### config.mk
export PLATFORM = sky130hd
export DESIGN_NAME = frame_buf_mgr
export DESIGN_NICKNAME = d
export VERILOG_FILES = /design/src/rtl/frame_buf_mgr.sv
export SDC_FILE = /design/constraint.sdc
export NUM_CORES = 1
export LEC_CHECK = 0
export BUFFER_PORTS_ARGS = -buffer_cell sky130_fd_sc_hd__buf_2
export CORE_MARGIN = 2
export CORE_UTILIZATION = 25
export CTS_CLUSTER_SIZE = 16
export DETAILED_ROUTE_END_ITERATION = 8
export PLACE_DENSITY_LB_ADDON = 0.15
export SKIP_CTS_REPAIR_TIMING = 1
export SLEW_MARGIN = 5
export SYNTH_ARGS = -nofsm -noshare
export SYNTH_HDL_FRONTEND = slang
export SYNTH_SLANG_ARGS = --single-unit
### constraint.sdc
create_clock -name sys_clk -period 7.4 [get_ports sys_clk]
set_input_delay 0.37 -clock sys_clk [delete_from_list [all_inputs] [get_ports sys_clk]]
set_output_delay 0.37 -clock sys_clk [all_outputs]
set_load 0.005 [all_outputs]
### src/rtl/frame_buf_mgr.sv
// Frame bank manager: allocates write/ready/display banks for a 1-, 2- or
// N-buffer DDR frame store and drives the bank address windows and reset strobes.
module frame_buf_mgr #(
  parameter int              H_PIXEL       = 640,
  parameter int              V_PIXEL       = 480,
  parameter int              BYTES_PER_PIX = 2,
  parameter int              NUM_BUF       = 3,
  parameter int              ADDR_W        = 30,
  parameter longint unsigned BASE_ADDR     = 0
) (
  input  logic              sys_clk,
  input  logic              sys_rst_n,
  input  logic              init_done,
  input  logic [1:0]        mode,
  input  logic              wr_frame_start,
  input  logic              wr_frame_end,
  input  logic              rd_frame_start,
  output logic [ADDR_W-1:0] wr_b_addr,
  output logic [ADDR_W-1:0] wr_e_addr,
  output logic [ADDR_W-1:0] rd_b_addr,
  output logic [ADDR_W-1:0] rd_e_addr,
  output logic              wr_rst,
  output logic              rd_rst,
  output logic [1:0]        wr_idx,
  output logic [1:0]        rd_idx,
  output logic              rdy_valid,
  output logic              rd_repeat,
  output logic [15:0]       drop_cnt
);

  localparam longint unsigned FRAME_BYTES = longint'(H_PIXEL) * longint'(V_PIXEL)
                                            * longint'(BYTES_PER_PIX);
  localparam logic [ADDR_W-1:0] FB_A   = ADDR_W'(FRAME_BYTES);
  localparam logic [ADDR_W-1:0] BASE_A = ADDR_W'(BASE_ADDR);

  function automatic logic [ADDR_W-1:0] bank_begin(input logic [1:0] idx);
    return BASE_A + ADDR_W'(idx) * FB_A;
  endfunction

  function automatic logic [15:0] sat_add(input logic [15:0] cnt, input logic [1:0] inc);
    logic [16:0] sum;
    sum = {1'b0, cnt} + 17'(inc);
    return sum[16] ? 16'hFFFF : sum[15:0];
  endfunction

  logic [1:0]        r_mode;
  logic [1:0]        r_wr_idx, r_rd_idx, r_rdy_idx;
  logic              r_rdy_valid, r_wr_active, r_rd_repeat;
  logic [15:0]       r_drop_cnt;
  logic              r_wr_rst, r_rd_rst;
  logic [ADDR_W-1:0] r_wr_b_addr, r_wr_e_addr, r_rd_b_addr, r_rd_e_addr;

  logic [1:0]  w_wr_idx, w_rd_idx, w_rdy_idx;
  logic        w_rdy_valid, w_wr_active, w_rd_repeat;
  logic        w_wr_rst, w_rd_rst;
  logic [1:0]  w_inc;
  logic [15:0] w_drop_cnt;
  logic [2:0]  w_act;
  logic        w_found;
  logic        w_mode_chg;

  // Events are applied in order end -> read -> start so each sees the previous one's effect.
  always_comb begin
    w_wr_idx    = r_wr_idx;
    w_rd_idx    = r_rd_idx;
    w_rdy_idx   = r_rdy_idx;
    w_rdy_valid = r_rdy_valid;
    w_wr_active = r_wr_active;
    w_rd_repeat = r_rd_repeat;
    w_wr_rst    = 1'b0;
    w_rd_rst    = 1'b0;
    w_inc       = 2'd0;
    w_found     = 1'b0;
    w_mode_chg  = (mode != r_mode);
    case (mode)
      2'd0:    w_act = 3'd1;
      2'd1:    w_act = 3'd2;
      default: w_act = 3'(NUM_BUF);
    endcase

    if (wr_frame_end && w_wr_active) begin
      if (w_rdy_valid) w_inc = w_inc + 2'd1;
      w_rdy_idx   = r_wr_idx;
      w_rdy_valid = 1'b1;
      w_wr_active = 1'b0;
    end

    if (rd_frame_start) begin
      w_rd_rst = 1'b1;
      if (w_rdy_valid) begin
        w_rd_idx    = w_rdy_idx;
        w_rdy_valid = 1'b0;
        w_rd_repeat = 1'b0;
      end else begin
        w_rd_repeat = 1'b1;
      end
    end

    if (wr_frame_start) begin
      if (w_wr_active) w_inc = w_inc + 2'd1;
      if (mode == 2'd0) begin
        w_wr_idx = 2'd0;
      end else begin
        for (int i = 0; i < 4; i++) begin
          if (!w_found && (3'(i) < w_act) && (2'(i) != w_rd_idx) &&
              !(w_rdy_valid && (2'(i) == w_rdy_idx))) begin
            w_wr_idx = 2'(i);
            w_found  = 1'b1;
          end
        end
        // Every bank busy: steal the ready bank, the oldest unread frame is lost.
        if (!w_found) begin
          w_wr_idx    = (w_rd_idx == 2'd0) ? 2'd1 : 2'd0;
          w_rdy_valid = 1'b0;
          w_inc       = w_inc + 2'd1;
        end
      end
      w_wr_active = 1'b1;
      w_wr_rst    = 1'b1;
    end

    w_drop_cnt = sat_add(r_drop_cnt, w_inc);

    if (!init_done || w_mode_chg) begin
      w_wr_idx    = 2'd0;
      w_rd_idx    = 2'd0;
      w_rdy_idx   = 2'd0;
      w_rdy_valid = 1'b0;
      w_wr_active = 1'b0;
      w_rd_repeat = 1'b0;
      w_drop_cnt  = 16'd0;
      w_wr_rst    = init_done && w_mode_chg;
      w_rd_rst    = init_done && w_mode_chg;
    end
  end

  // Mode copy follows the input even in reset so leaving reset never looks like a mode change.
  always_ff @(posedge sys_clk) begin
    r_mode <= mode;
    if (!sys_rst_n) begin
      r_wr_idx    <= 2'd0;
      r_rd_idx    <= 2'd0;
      r_rdy_idx   <= 2'd0;
      r_rdy_valid <= 1'b0;
      r_wr_active <= 1'b0;
      r_rd_repeat <= 1'b0;
      r_drop_cnt  <= 16'd0;
      r_wr_rst    <= 1'b0;
      r_rd_rst    <= 1'b0;
      r_wr_b_addr <= BASE_A;
      r_wr_e_addr <= BASE_A + FB_A;
      r_rd_b_addr <= BASE_A;
      r_rd_e_addr <= BASE_A + FB_A;
    end else begin
      r_wr_idx    <= w_wr_idx;
      r_rd_idx    <= w_rd_idx;
      r_rdy_idx   <= w_rdy_idx;
      r_rdy_valid <= w_rdy_valid;
      r_wr_active <= w_wr_active;
      r_rd_repeat <= w_rd_repeat;
      r_drop_cnt  <= w_drop_cnt;
      r_wr_rst    <= w_wr_rst;
      r_rd_rst    <= w_rd_rst;
      r_wr_b_addr <= bank_begin(w_wr_idx);
      r_wr_e_addr <= bank_begin(w_wr_idx) + FB_A;
      r_rd_b_addr <= bank_begin(w_rd_idx);
      r_rd_e_addr <= bank_begin(w_rd_idx) + FB_A;
    end
  end

  assign wr_b_addr = r_wr_b_addr;
  assign wr_e_addr = r_wr_e_addr;
  assign rd_b_addr = r_rd_b_addr;
  assign rd_e_addr = r_rd_e_addr;
  assign wr_rst    = r_wr_rst;
  assign rd_rst    = r_rd_rst;
  assign wr_idx    = r_wr_idx;
  assign rd_idx    = r_rd_idx;
  assign rdy_valid = r_rdy_valid;
  assign rd_repeat = r_rd_repeat;
  assign drop_cnt  = r_drop_cnt;

endmodule

# Word level (Yosys, flattened, before mapping)
# Cells that the tools add are included.
# word_totals
regBits	149
in_bits	8
output_inout_bits	144
elab_cells	113
# classes
addsub	5
n_mul	2
magnitude_cmp	4
n_eq_ne	8
muxes	46
bitwise	1
reduce_logical	31
# op_table
operator	n
22-bit by 20-bit adder with 23-bit output (second input constant)	2
2-bit two-way mux	17
1-bit two-way mux	27
2-bit by 7-bit multiplier with 9-bit output (second input constant)	2
16-bit by 2-bit adder with 17-bit output	1
1-bit logical AND	17
16-bit two-way mux	1
1-bit logical NOT	8
2-bit logical NOT	3
1-bit by 3-bit < comparator with 1-bit output (first input constant)	2
2-bit by 3-bit < comparator with 1-bit output (first input constant)	2
2-bit by 1-bit adder with 2-bit output (second input constant)	2
2-bit == test (first input constant)	2
2-bit != test (first input constant)	2
2-bit case mux with 2 select lines	1
1-bit by 2-bit == test with 1-bit output (first input constant)	1
2-bit by 1-bit == test with 1-bit output (second input constant)	1
1-bit by 2-bit != test with 1-bit output (first input constant)	1
2-bit != test	1
2-bit nonzero test	1
2-bit OR reduction	1
1-bit logical OR	1
1-bit inverter	1

# Depth between registers and ports, before layout
# Gate-level depths: netlist of run 1.
# logic_depth
word_depth	37
ltp_mapped	14
ltp_nobuf	13

# Worst setup path after synthesis of run 1
# No wires, ideal clock.
# synth_path
path_type	input -> register
startpoint	input wr_frame_end
endpoint	register r_drop_cnt[10] (netlist: drop_cnt[10])
setup_ns	0.071
arrival_ns	3.168
required_time_ns	7.329
path_slack_ns	4.161
cell_stages	14
n_path_buf	2
cell_sequence	buf_6 and4bb_4 o221a_1 o2111a_1 nor3_2 mux2i_1 ha_1 inv_1 fa_1 nand2b_1 nor4_4 nand3_1 buf_2 a21oi_1
# synth_via
elab_chain_cells	36
elab_cells_between_ends	59
cone_classes	add/sub: 3; eq/ne: 6; mux: 25; reduce/logical: 25
# synth_rtl
item	line_no	text
from (decl)	16	input logic wr_frame_end,
1-bit logical AND (*)	81	if (wr_frame_end && w_wr_active) begin
2-bit two-way mux / 1-bit two-way mux (equally long branches)	81	
2-bit two-way mux	90	if (w_rdy_valid) begin
2-bit two-way mux	88	if (rd_frame_start) begin
2-bit nonzero test	105	if (!w_found && (3'(i) < w_act) && (2'(i) != w_rd_idx) &&
1-bit logical AND (2 in series)	105	
1-bit two-way mux	105	
1-bit two-way mux	101	if (mode == 2'd0) begin
[... 19 more ...]	-	
1-bit two-way mux	105	
1-bit two-way mux	101	
1-bit two-way mux	99	if (wr_frame_start) begin
2-bit two-way mux	112	if (!w_found) begin
2-bit two-way mux	101	
2-bit two-way mux (*)	99	
16-bit by 2-bit adder with 17-bit output (*)	42	sum = {1'b0, cnt} + 17'(inc);
16-bit two-way mux (*)	43	return sum[16] ? 16'hFFFF : sum[15:0];
to (signal assigned)	161	r_drop_cnt <= w_drop_cnt;
to (decl)	49	logic [15:0] r_drop_cnt;
# Mark *: on every way between the ends. The rest lies on a longest branch, timed or not. The select of a mux whose other input is x is not followed.
# A chain may end at the register's enable or synchronous reset.

==> results of run 1 <==
## cell type report
| cell class | count | area, µm² |
|---|---|---|
| Clock buffer | 6 | 138.9 |
| Clock inverter | 2 | 15.01 |
| Fill cell | 1269 | 8389 |
| Inverter | 14 | 52.55 |
| Multi-Input combinational cell | 253 | 1496 |
| Sequential cell | 48 | 960.9 |
| Tap cell | 143 | 178.9 |
| Timing Repair Buffer | 66 | 332.8 |
## worst reg2reg max path, delay by kind of cell (launching register included)
kind / cells / cell delay [ns]
AND/OR/NAND/NOR: 5 / 1.53
AO/OA/AOI/OAI: 3 / 0.77
adder cells (fa/ha/maj): 2 / 0.61
flip-flops: 1 / 0.48
multiplexers: 1 / 0.23
buffers and inverters: 1 / 0.05
## layer usage
layer	GRT usage	vias up	share of wire
met5	0	-	0
met4	0.02033	0	0.0083
met3	0.02391	7	0.060
met2	0.1549	77	0.47
met1	0.1182	934	0.46
li1	-	1027	-
## stage by stage
stage | power [W] | cell area [µm²] | hold slack, ns | utilization
after floorplan | 0.0003273 | 3312 | 0.3977 | -
after CTS | 0.0005366 | 3176 | 0.2540 | 0.2746
after detailed placement | 0.0003030 | 3022 | 0.5015 | 0.2613
final | 0.0005327 | 3176 | 0.2516 | 0.2746
after global placement | 0.0003032 | 3022 | 0.5077 | 0.2613
after global routing | 0.0005554 | 3176 | 0.2488 | 0.2746
## cell families after synthesis
kind of cell / count (synthesis) / share of synthesized area
buf+inv: 122 / 0.2855
simple gates: 89 / 0.1631
flops: 48 / 0.3211
compound gates: 45 / 0.1116
xor+xnor: 15 / 0.04390
fa+ha+maj: 12 / 0.05268
mux: 6 / 0.02090
other cells: 1 / 0.001253
## report_power, final
part	leakage, nW	internal, W	switching [W]
clock	0.0691	0.000135	0.000101
sequential	0.388	0.000261	0.00000132
combinational	1.08	0.00000916	0.0000263
## worst min path at each step
stage,startpoint,endpoint,slack (ns),cells after the start
global route,mode[0],r_mode[0]$_DFF_P_,0.25,1
finish,mode[0],r_mode[0]$_DFF_P_,0.25,1
CTS,mode[0],r_mode[0]$_DFF_P_,0.25,1
detailed placement,r_rdy_idx[0]$_SDFF_PP0_,r_rdy_idx[0]$_SDFF_PP0_,0.50,2
global placement,r_rdy_idx[0]$_SDFF_PP0_,r_rdy_idx[0]$_SDFF_PP0_,0.51,2
floorplan,mode[0],r_mode[0]$_DFF_P_,0.40,0
## sequential cells by signal (all words and copies together) (netlist names), 2 cells and up
name       flops
rd_e_addr      9
r_rdy_idx      2
rd_b_addr      2
r_mode         2
wr_b_addr      2
drop_cnt      16
wr_e_addr      9
## placed cells by master (no fill, tap or decap), drive strengths merged, types with 2 or more instances in the layout
master / instances
conb: 86
buf: 66
dfxtp: 48
nor2: 22
a21oi: 22
nand2: 16
inv: 14
and2: 12
ha: 11
xnor2: 8
nand3: 8
xor2: 7
clkbuf: 6
nand4: 5
nor3: 5
mux2i: 4
o211ai: 4
nand2b: 4
a31oi: 4
nor2b: 3
and3: 3
o31ai: 2
o21a: 2
mux2: 2
nor3b: 2
clkinvlp: 2
nor4: 2
==> key figures, run 1 <==
Route
  – Via count: about 2k
  – DR WL/cell: between 10 and 15 µm
  – First DRT Iteration DRCs: 40
  – Post-DR vias/cell: around 3.8
  – Post-Route WL: 6130 µm
  – # DRC: 0
  – Routed Antenna Nets: 0
  – Pre-antenna DRT Iters: 4

Synthesis
  – Top cells by area, synth: dfxtp_1, buf_4, ha_1, a21oi_1, nor2_1
  – Synth warn: 0
  – Post-synth top flop: dfxtp_1
  – Register area share after synthesis: 0.3211
  – Most area-hungry cell type in the Yosys netlist: dfxtp_1
  – Synth Cell Area: 2993 µm²
  – Yosys reg bits: 48
  – Async set-reset flop share out of synthesis: 0
  – Netlist cell types: 53
  – EDFF count, synth: 0
  – Top-count cell post-synth: buf_4
  – Most frequent cells after synthesis: buf_4, dfxtp_1, nor2_1, a21oi_1, nand2_1
  – Post-Syn Instances: 338
  – Yosys top cell area share: 0.3211
  – Avg Cell Area, Syn: 8.855 µm²

Clock network
  – Reg clk slew, reported paths: 0.07 ns
  – Num Clock Sinks: 48
  – # H-tree levels: 2
  – Worst skew pair latency: 0.29 ns
  – Clock tree buffer depth: 2
  – TritonCTS clock tree: built
  – Root Buffer: clkbuf_16
  – Num CTS Buffers: 5

STA
  – Setup_tns: 0 ns
  – Final Skew: 0.003237 ns
  – Final hold viol count: 0
  – RSZ-0062 raised after global routing: no
  – Fin crit share: 0.5069
  – Final Critical Period: 3.751 ns
  – Worst-Margin Slew: 0.6430 ns
  – Rel. slew slack: 0.5704
  – Setup violators final: 0
  – Slew Viols, Final: 0
  – Max Clk Rate: 266.6 MHz
  – Post-route worst setup slack: 3.649 ns

Die
  – Die Wd: 113.4 µm
  – Core area: 11560 µm²
  – Ports: 152
  – Die Height: 113.4 µm
  – Die area: 12860 µm²
  – Starting Density: 0.2588
  – Row count: 39

Setup path
  – Worst r2r path cells: 12
  – Req. time, crit path: 7.61 ns
  – Crit-path max cell delay: 0.49 ns
  – Critical path, cell by cell: and4bb_4 > o221a_1 > o2111a_1 > nor3_2 > mux2i_1 > ha_1 > inv_1 > fa_1 > nand2b_1 > nor4_4 > nand3_1 > a21oi_1
  – Setup CP Type: reg -> reg
  – Critical Path Start Type: register
  – CP endpoint: drop_cnt[9]$_SDFF_PP0_
  – Crit path depth: 12
  – CP max stage cell: nand3_1
  – Worst r2r src: wr_e_addr[18]$_SDFF_PN0_
  – CP startpoint: wr_e_addr[18]$_SDFF_PN0_
  – CP Max Fanout: 13
  – Worst R2R Setup Slack: ~3.6 ns
  – Critical path buffers and inverters: 1
  – Critical R2R Capture: drop_cnt[9]$_SDFF_PP0_
  – Critical path's top delay family: simple AND/OR/NAND/NOR gates
  – Worst EP arrival: 3.96 ns
  – Critical Path End Type: register

Finish
  – Area Overhead vs Synth: 6.104%
  – Antenna diodes: 0
  – Finished Layout Cells: 532
  – Nets@finish: 408
  – Layout cell share with drive strength beyond 1: 0.2237

Global routing
  – Total global routing overflow: 0
  – GRT Total Usage: 0.09175
  – Initial antenna violation count: 0
  – First-pass GRT wire length: 9411 µm
  – Largest net degree at the start of global routing: 24
  – Vias in the first global route: 1848

Place
  – HPWL after detailed placement: 4780 µm
  – Pre-CTS setup slack: 3.550 ns
  – Input/output buffers: 65
  – Final RePlAce weighted congestion: 0.7866
  – Placed Instances: 524

Status
  – Status: finished, final reports clean

Worst hold path
  – Kind of path behind the tightest hold check: in -> reg

Power
  – Power Density: between 150 and 200 nW/µm²
  – Maximum VDD drop: 0.07696 mV
  – Leak: 1.542 nW

Job
  – Max-cap violation count: 0
No activity file was read; power rests on OpenSTA's default activity.
==> inputs of run 2 (changes only) <==
Clock period 7.4 ns to 3.35 ns, I/O delays scaled along.
==> run 2 against run 1 <==
  * Flip-flop and latch count unchanged
  * Clock power is 140% higher
  * Highest routed layer unchanged
  * Register-to-register slack got worse by 3.4 ns
  * Critical path type unchanged
  * Via count is 2.0% higher
  * Utilization increased by 0.91 points
  * Sequential power rose by 120%
  * Setup slack worse by 3.4 ns
  * Global-route usage increased by 0.28 points
  * Combinational power grew 130%
  * First-iteration DRC count rose by 78%
  * Routed wire length grew 2.7%
  * Largest cell class unchanged
==> key figures, run 2 (synthesized netlist as in run 1, its figures left out) <==
Status
  – Status: finished, final reports clean

STA
  – Final Skew: 0.004910 ns (+0.001673 ns)
  – Rel. slew slack: 0.5547 (-0.01573)
  – Final hold viol count: 0 (unchanged)
  – Fin crit share: 0.9231 (+0.4162)
  – Setup_tns: 0 ns (unchanged)
  – RSZ-0062 raised after global routing: no
  – Slew Viols, Final: 0 (unchanged)
  – Worst-Margin Slew: 0.6660 ns (+0.02300 ns)
  – Max Clk Rate: 323.4 MHz (+21%)
  – Final Critical Period: 3.093 ns (-0.6586 ns)
  – Setup violators final: 0 (unchanged)

Route
  – Pre-antenna DRT Iters: 4 (unchanged)
  – # DRC: 0 (unchanged)
  – Post-DR vias/cell: 3.849 (+0.12%)
  – DR WL/cell: 11.61 µm (+0.76%)
  – Routed Antenna Nets: 0 (unchanged)
  – Post-Route WL: 6293 µm (+2.7%)
  – First DRT Iteration DRCs: 71 (+78%)
  – Via count: 2086 (+2.0%)

Power
  – Power Density: 375.2 nW/µm² (+120%)
  – Leak: 1.609 nW (+4.4%)
  – Maximum VDD drop: 0.1839 mV (+140%)
  – Post-layout total power: 0.001231 W (+130%)

Place
  – Final RePlAce weighted congestion: 0.8381 (+6.5%)
  – HPWL after detailed placement: 4970 µm (+4.0%)
  – Placed Instances: 533 (+1.7%)
  – Input/output buffers: 65 (unchanged)
  – Post-DP Area: 3089 µm² (+2.2%)

Setup path
  – Critical path, cell by cell: and4bb_4 > o211ai_1 > and2_1 > nor3_2 > mux2i_1 > ha_2 > inv_1 > fa_2 > nand2b_1 > nor4_4 > nand3_1 > buf_4 > a21oi_1
  – Worst R2R Setup Slack: 0.26 ns (-3.39 ns)
  – CP startpoint: r_wr_active$_SDFF_PP0_
  – CP max stage cell: dfxtp_4
  – Critical Path Start Type: register
  – Worst r2r path cells: 13 (+1)
  – Crit-path max cell delay: 0.42 ns (-0.07 ns)
  – Worst EP arrival: 3.29 ns (-0.67 ns)
  – Critical R2R Capture: drop_cnt[0]$_SDFF_PP0_
  – CP Max Fanout: 13 (unchanged)
  – Req. time, crit path: 3.55 ns (-4.06 ns)
  – Worst r2r src: r_wr_active$_SDFF_PP0_
  – Critical Path End Type: register
  – Setup CP Type: reg -> reg

Finish
  – Finished Layout Cells: 542 (+1.9%)
  – Area Overhead vs Synth: 9.616%
  – Final non-filler cell area: 3281 µm² (+3.3%)
  – Final core utilization: 0.2837 (+0.009088)
  – Nets@finish: 418 (+2.5%)
  – Most common cell after layout, fill and taps aside: conb_1
  – Commonest cells after routing, fill and taps aside: conb_1, buf_2, dfxtp_1
  – Antenna diodes: 0 (unchanged)
  – Layout cell share with drive strength beyond 1: 0.2506 (+0.02698)
  – Max reg flops: 16 (unchanged)
  – FILL cells: 1276 (+0.55%)

Die
  – Core area: 11560 µm² (unchanged)
  – Die area: 12860 µm² (unchanged)
  – Ports: 152 (unchanged)
  – Die Wd: 113.4 µm (unchanged)
  – Starting Density: 0.2588 (unchanged)
  – Die Height: 113.4 µm (unchanged)
  – Row count: 39 (unchanged)

Clock network
  – Clock tree buffer depth: 2 (unchanged)
  – Root Buffer: clkbuf_16
  – Num CTS Buffers: 5 (unchanged)
  – # H-tree levels: 2 (unchanged)
  – Worst skew pair latency: 0.28 ns (about the same)
  – Reg clk slew, reported paths: 0.07 ns (about the same)
  – Num Clock Sinks: 48 (unchanged)
  – TritonCTS clock tree: built

Global routing
  – GRT Total Usage: 0.09457 (+0.002811)
  – Vias in the first global route: 1908 (+3.2%)
  – Largest net degree at the start of global routing: 15 (-38%)
  – First-pass GRT wire length: 9742 µm (+3.5%)
  – Initial antenna violation count: 0 (unchanged)
  – Total global routing overflow: 0 (unchanged)

Worst hold path
  – Kind of path behind the tightest hold check: in -> reg
  – Worst Hold Path EP: r_mode[0]$_DFF_P_
  – Hold Crit Depth: 1 (unchanged)
  – Worst Hold Launch: mode[0]

Job
  – Max-cap violation count: 0 (unchanged)
[run 2: worst max-delay path, delay by kind of cell (launching register included)]
family | cells | cell delay [ns]
AO/OA/AOI/OAI | 2 | 0.28
adder cells (fa/ha/maj) | 2 | 0.55
buffers and inverters | 2 | 0.25
flip-flops | 1 | 0.42
multiplexers | 1 | 0.22
AND/OR/NAND/NOR | 6 | 1.27
[run 2: worst max path at each step]
stage	endpoint	slack (ns)	cells past startpoint
5_1_grt	drop_cnt[0]$_SDFF_PP0_	0.0005	13
3_5_place_dp	drop_cnt[0]$_SDFF_PP0_	0.03	13
3_3_place_gp	drop_cnt[0]$_SDFF_PP0_	0.13	13
6_report	drop_cnt[0]$_SDFF_PP0_	0.26	13
2_1_floorplan	drop_cnt[10]$_SDFF_PP0_	0.13	13
4_1_cts	drop_cnt[0]$_SDFF_PP0_	0.004	13
[run 2: per-stage QoR]
step | setup WS [ns] | hold WS, ns
after floorplan | 0.1301 | 0.1952
after global placement | 0.1258 | 0.3517
final | 0.2575 | 0.05219
after global routing | 0.0004843 | 0.05503
after detailed placement | 0.02986 | 0.3500
after CTS | 0.003597 | 0.05113
[run 2: cell type report]
| type | count | area [µm²] | area share |
|---|---|---|---|
| clock buffers | 6 | 128.9 | 0.03928 |
| clock inverters | 2 | 35.03 | 0.01068 |
| inverters | 14 | 52.55 | 0.01602 |
| multi-input cells | 253 | 1513 | 0.4611 |
| flip-flops and latches | 48 | 964.7 | 0.2940 |
| well taps | 143 | 178.9 | 0.05454 |
| repair buffers | 76 | 407.9 | 0.1243 |
[run 2: where the power goes]
part           switching (W)  leakage (nW)  internal, W   total, W
clock network       0.000219        0.0808     0.000352   0.000570
logic              0.0000604          1.14    0.0000224  0.0000827
registers         0.00000262         0.389     0.000575   0.000578
total               0.000282          1.61     0.000949    0.00123
[run 2: routing by layer]
layer	GRT usage	vias up	routed length, µm
li1	-	1053	-
met1	0.1245	942	2780
met2	0.1529	84	3015
met3	0.02657	7	427
met4	0.02520	0	69
met5	0	-	0
==> inputs of run 3 (changes only) <==
Settings changed: GPL_TIMING_DRIVEN set to 0.
==> run 3 against run 2 <==
  * Clock-buffer cell count is 1 lower
  * Clock skew hardly changed
  * Global-route usage is 0.24 points lower
  * Combinational power is 91% higher
  * Critical path type unchanged
  * Highest routed layer unchanged
==> key figures, run 3 (synthesized netlist as in run 1, its figures left out) <==
Status
  – Status: finished, final reports clean

Die
  – Core area: 11560 µm² (unchanged)
  – Row count: 39 (unchanged)
  – Die Height: 113.4 µm (unchanged)
  – Starting Density: 0.2588 (unchanged)
  – Ports: 152 (unchanged)
  – Die Wd: 113.4 µm (unchanged)
  – Die area: 12860 µm² (unchanged)

Clock network
  – # H-tree levels: 2 (unchanged)
  – Worst skew pair latency: 0.28 ns (about the same)
  – TritonCTS clock tree: built
  – Num Clock Sinks: 48 (unchanged)
  – Root Buffer: clkbuf_16
  – Clock tree buffer depth: 2 (unchanged)
  – Num CTS Buffers: 5 (unchanged)
  – Reg clk slew, reported paths: 0.07 ns (about the same)

STA
  – Worst-Margin Slew: 0.6500 ns (-0.01599 ns)
  – Final Hold Slack: 0.04882 ns (-0.003373 ns)
  – Final hold viol count: 0 (unchanged)
  – Final Skew: 0.004970 ns (+0.00005984 ns)
  – Setup violators final: 0 (unchanged)
  – Setup_tns: 0 ns (unchanged)
  – Post-route worst setup slack: 0.1905 ns (-0.06690 ns)
  – Fin crit share: 0.9431 (+0.01997)
  – Max Clk Rate: 316.5 MHz (-2.1%)
  – Final Critical Period: 3.159 ns (+0.06690 ns)
  – Rel. slew slack: 0.5657 (+0.01104)
  – Slew Viols, Final: 0 (unchanged)

Setup path
  – Critical path, cell by cell: buf_6 > and4bb_4 > o221a_1 > o2111a_1 > nor3_2 > mux2i_1 > ha_2 > inv_1 > fa_2 > nand2b_4 > nor4_4 > buf_4 > nand3_1 > nor3b_1 > nor3_1
  – Critical R2R Capture: drop_cnt[14]$_SDFF_PP0_
  – Critical Path Start Type: register
  – Worst R2R Setup Slack: 0.19 ns (-0.07 ns)
  – Worst r2r path cells: 15 (+2)
  – CP startpoint: r_wr_active$_SDFF_PP0_
  – Worst EP arrival: 3.33 ns (+0.04 ns)
  – Setup CP Type: reg -> reg
  – Critical Path End Type: register
  – Worst r2r src: r_wr_active$_SDFF_PP0_
  – CP Max Fanout: 10 (-3)
  – CP max stage cell: fa_2
  – Req. time, crit path: 3.52 ns (-0.03 ns)
  – Crit-path max cell delay: 0.36 ns (-0.06 ns)

Finish
  – Max reg flops: 16 (unchanged)
  – FILL cells: 1249 (-2.1%)
  – Commonest cells after routing, fill and taps aside: buf_4, conb_1, buf_2
  – Most common cell after layout, fill and taps aside: buf_4
  – Layout cell share with drive strength beyond 1: 0.4012 (+0.1506)
  – Area Overhead vs Synth: 34.57%
  – Nets@finish: 515 (+23%)
  – Antenna diodes: 0 (unchanged)

Global routing
  – First-pass GRT wire length: 9749 µm (about the same)
  – Initial antenna violation count: 0 (unchanged)
  – Largest net degree at the start of global routing: 16 (+1)
  – Vias in the first global route: 2072 (+8.6%)
  – GRT Total Usage: 0.09216 (-0.002405)
  – Total global routing overflow: 0 (unchanged)

Power
  – Net Sw Frac: 0.2224 (-0.006350)
  – Clock network power share: 0.435 (-0.028)
  – Gate power share: 0.121 (+0.054)
  – Switch Pwr: 0.0002892 W (+2.7%)
  – Leak: 2.138 nW (+33%)
  – Internal power: 0.001011 W (+6.5%)
  – Seq pwr share: 0.444 (-0.026)
  – Power Density: 322.9 nW/µm² (-14%)
  – Maximum VDD drop: 0.1872 mV (+1.8%)
  – Post-layout total power: 0.001300 W (+5.6%)

Worst hold path
  – Worst Hold Launch: mode[0]
  – Worst Hold Path EP: r_mode[0]$_DFF_P_
  – Kind of path behind the tightest hold check: in -> reg
  – Hold Crit Depth: 1 (unchanged)

Route
  – Post-DR vias/cell: 3.617 (-6.0%)
  – First DRT Iteration DRCs: 60 (-15%)
  – DR WL/cell: 9.947 µm (-14%)
  – Post-Route WL: 6356 µm (+1.0%)
  – Routed Antenna Nets: 0 (unchanged)
  – Via count: 2311 (+11%)
  – Pre-antenna DRT Iters: 4 (unchanged)
  – # DRC: 0 (unchanged)

Place
  – Final RePlAce weighted congestion: 0.8403 (+0.26%)
  – Input/output buffers: 63 (-3.1%)
  – HPWL after detailed placement: 5246 µm (+5.6%)
  – Pre-CTS setup slack: -0.3544 ns (-0.3843 ns)

Job
  – Max-cap violation count: 0 (unchanged)
run 3: cell types whose count changed in the layout (fill, tap and decap cells not counted), moves of 2 or more:
cell / before / now
buf_4: 11 / 103
dfxtp_1: 47 / 45
buf_6: 0 / 2
nand3_1: 8 / 6
nand3_2: 0 / 2
clkbuf_1: 1 / 3
run 3: area by class of cell:
| class | count | area [µm²] | area share |
|---|---|---|---|
| buffer | 108 | 802.0 | 0.1991 |
| clock buffer | 5 | 125.1 | 0.03107 |
| clock inverter | 3 | 42.54 | 0.01056 |
| inverter | 14 | 52.55 | 0.01305 |
| multi-input combinational | 253 | 1526 | 0.3790 |
| sequential | 48 | 969.7 | 0.2408 |
| tap | 143 | 178.9 | 0.04442 |
| timing repair buffer | 65 | 330.3 | 0.08201 |
run 3: power groups by stage:
stage	registers [W]	logic, W	clock network (W)
global route	0.000577	0.000175	0.000598
floorplan	0.000592	0.000131	0
finish	0.000577	0.000158	0.000566
CTS	0.000578	0.000154	0.000577
detailed placement	0.000591	0.000153	0
global placement	0.000591	0.000153	0
run 3: worst max-delay path by stage:
| stage | end | slack, ns | cells after the start |
|---|---|---|---|
| finish | drop_cnt[14]$_SDFF_PP0_ | 0.19 | 15 |
| global route | drop_cnt[14]$_SDFF_PP0_ | -0.01 | 15 |
| CTS | drop_cnt[3]$_SDFF_PP0_ | -0.38 | 13 |
| detailed placement | drop_cnt[3]$_SDFF_PP0_ | -0.35 | 13 |
| global placement | drop_cnt[9]$_SDFF_PP0_ | -0.38 | 13 |
| floorplan | drop_cnt[10]$_SDFF_PP0_ | 0.13 | 13 |
run 3: routing by layer:
| layer | track usage | part of all wire | routed length (µm) |
|---|---|---|---|
| met3 | 0.02922 | 0.069 | 441 |
| met1 | 0.1128 | 0.44 | 2800 |
| met2 | 0.1589 | 0.48 | 3052 |
| met5 | 0 | 0 | 0 |
| met4 | 0.02033 | 0.0099 | 63 |
run 3: per-stage QoR:
stage | area, µm² | utilization | std cells
3_3_place_gp | 3806 | 0.3291 | 629
4_1_cts | 3974 | 0.3436 | 637
2_1_floorplan | 3312 | - | 423
5_1_grt | 4028 | 0.3483 | 639
3_5_place_dp | 3806 | 0.3291 | 629
6_report | 4028 | 0.3483 | 639
run 3: critical path, delay by kind of cell, from the launching register on:
| family | cells | cell delay (ns) |
|---|---|---|
| simple gates | 7 | 1.08 |
| fa+ha+maj | 2 | 0.56 |
| compound gates | 2 | 0.50 |
| buf+inv | 3 | 0.36 |
| flops | 1 | 0.31 |
| mux | 1 | 0.22 |
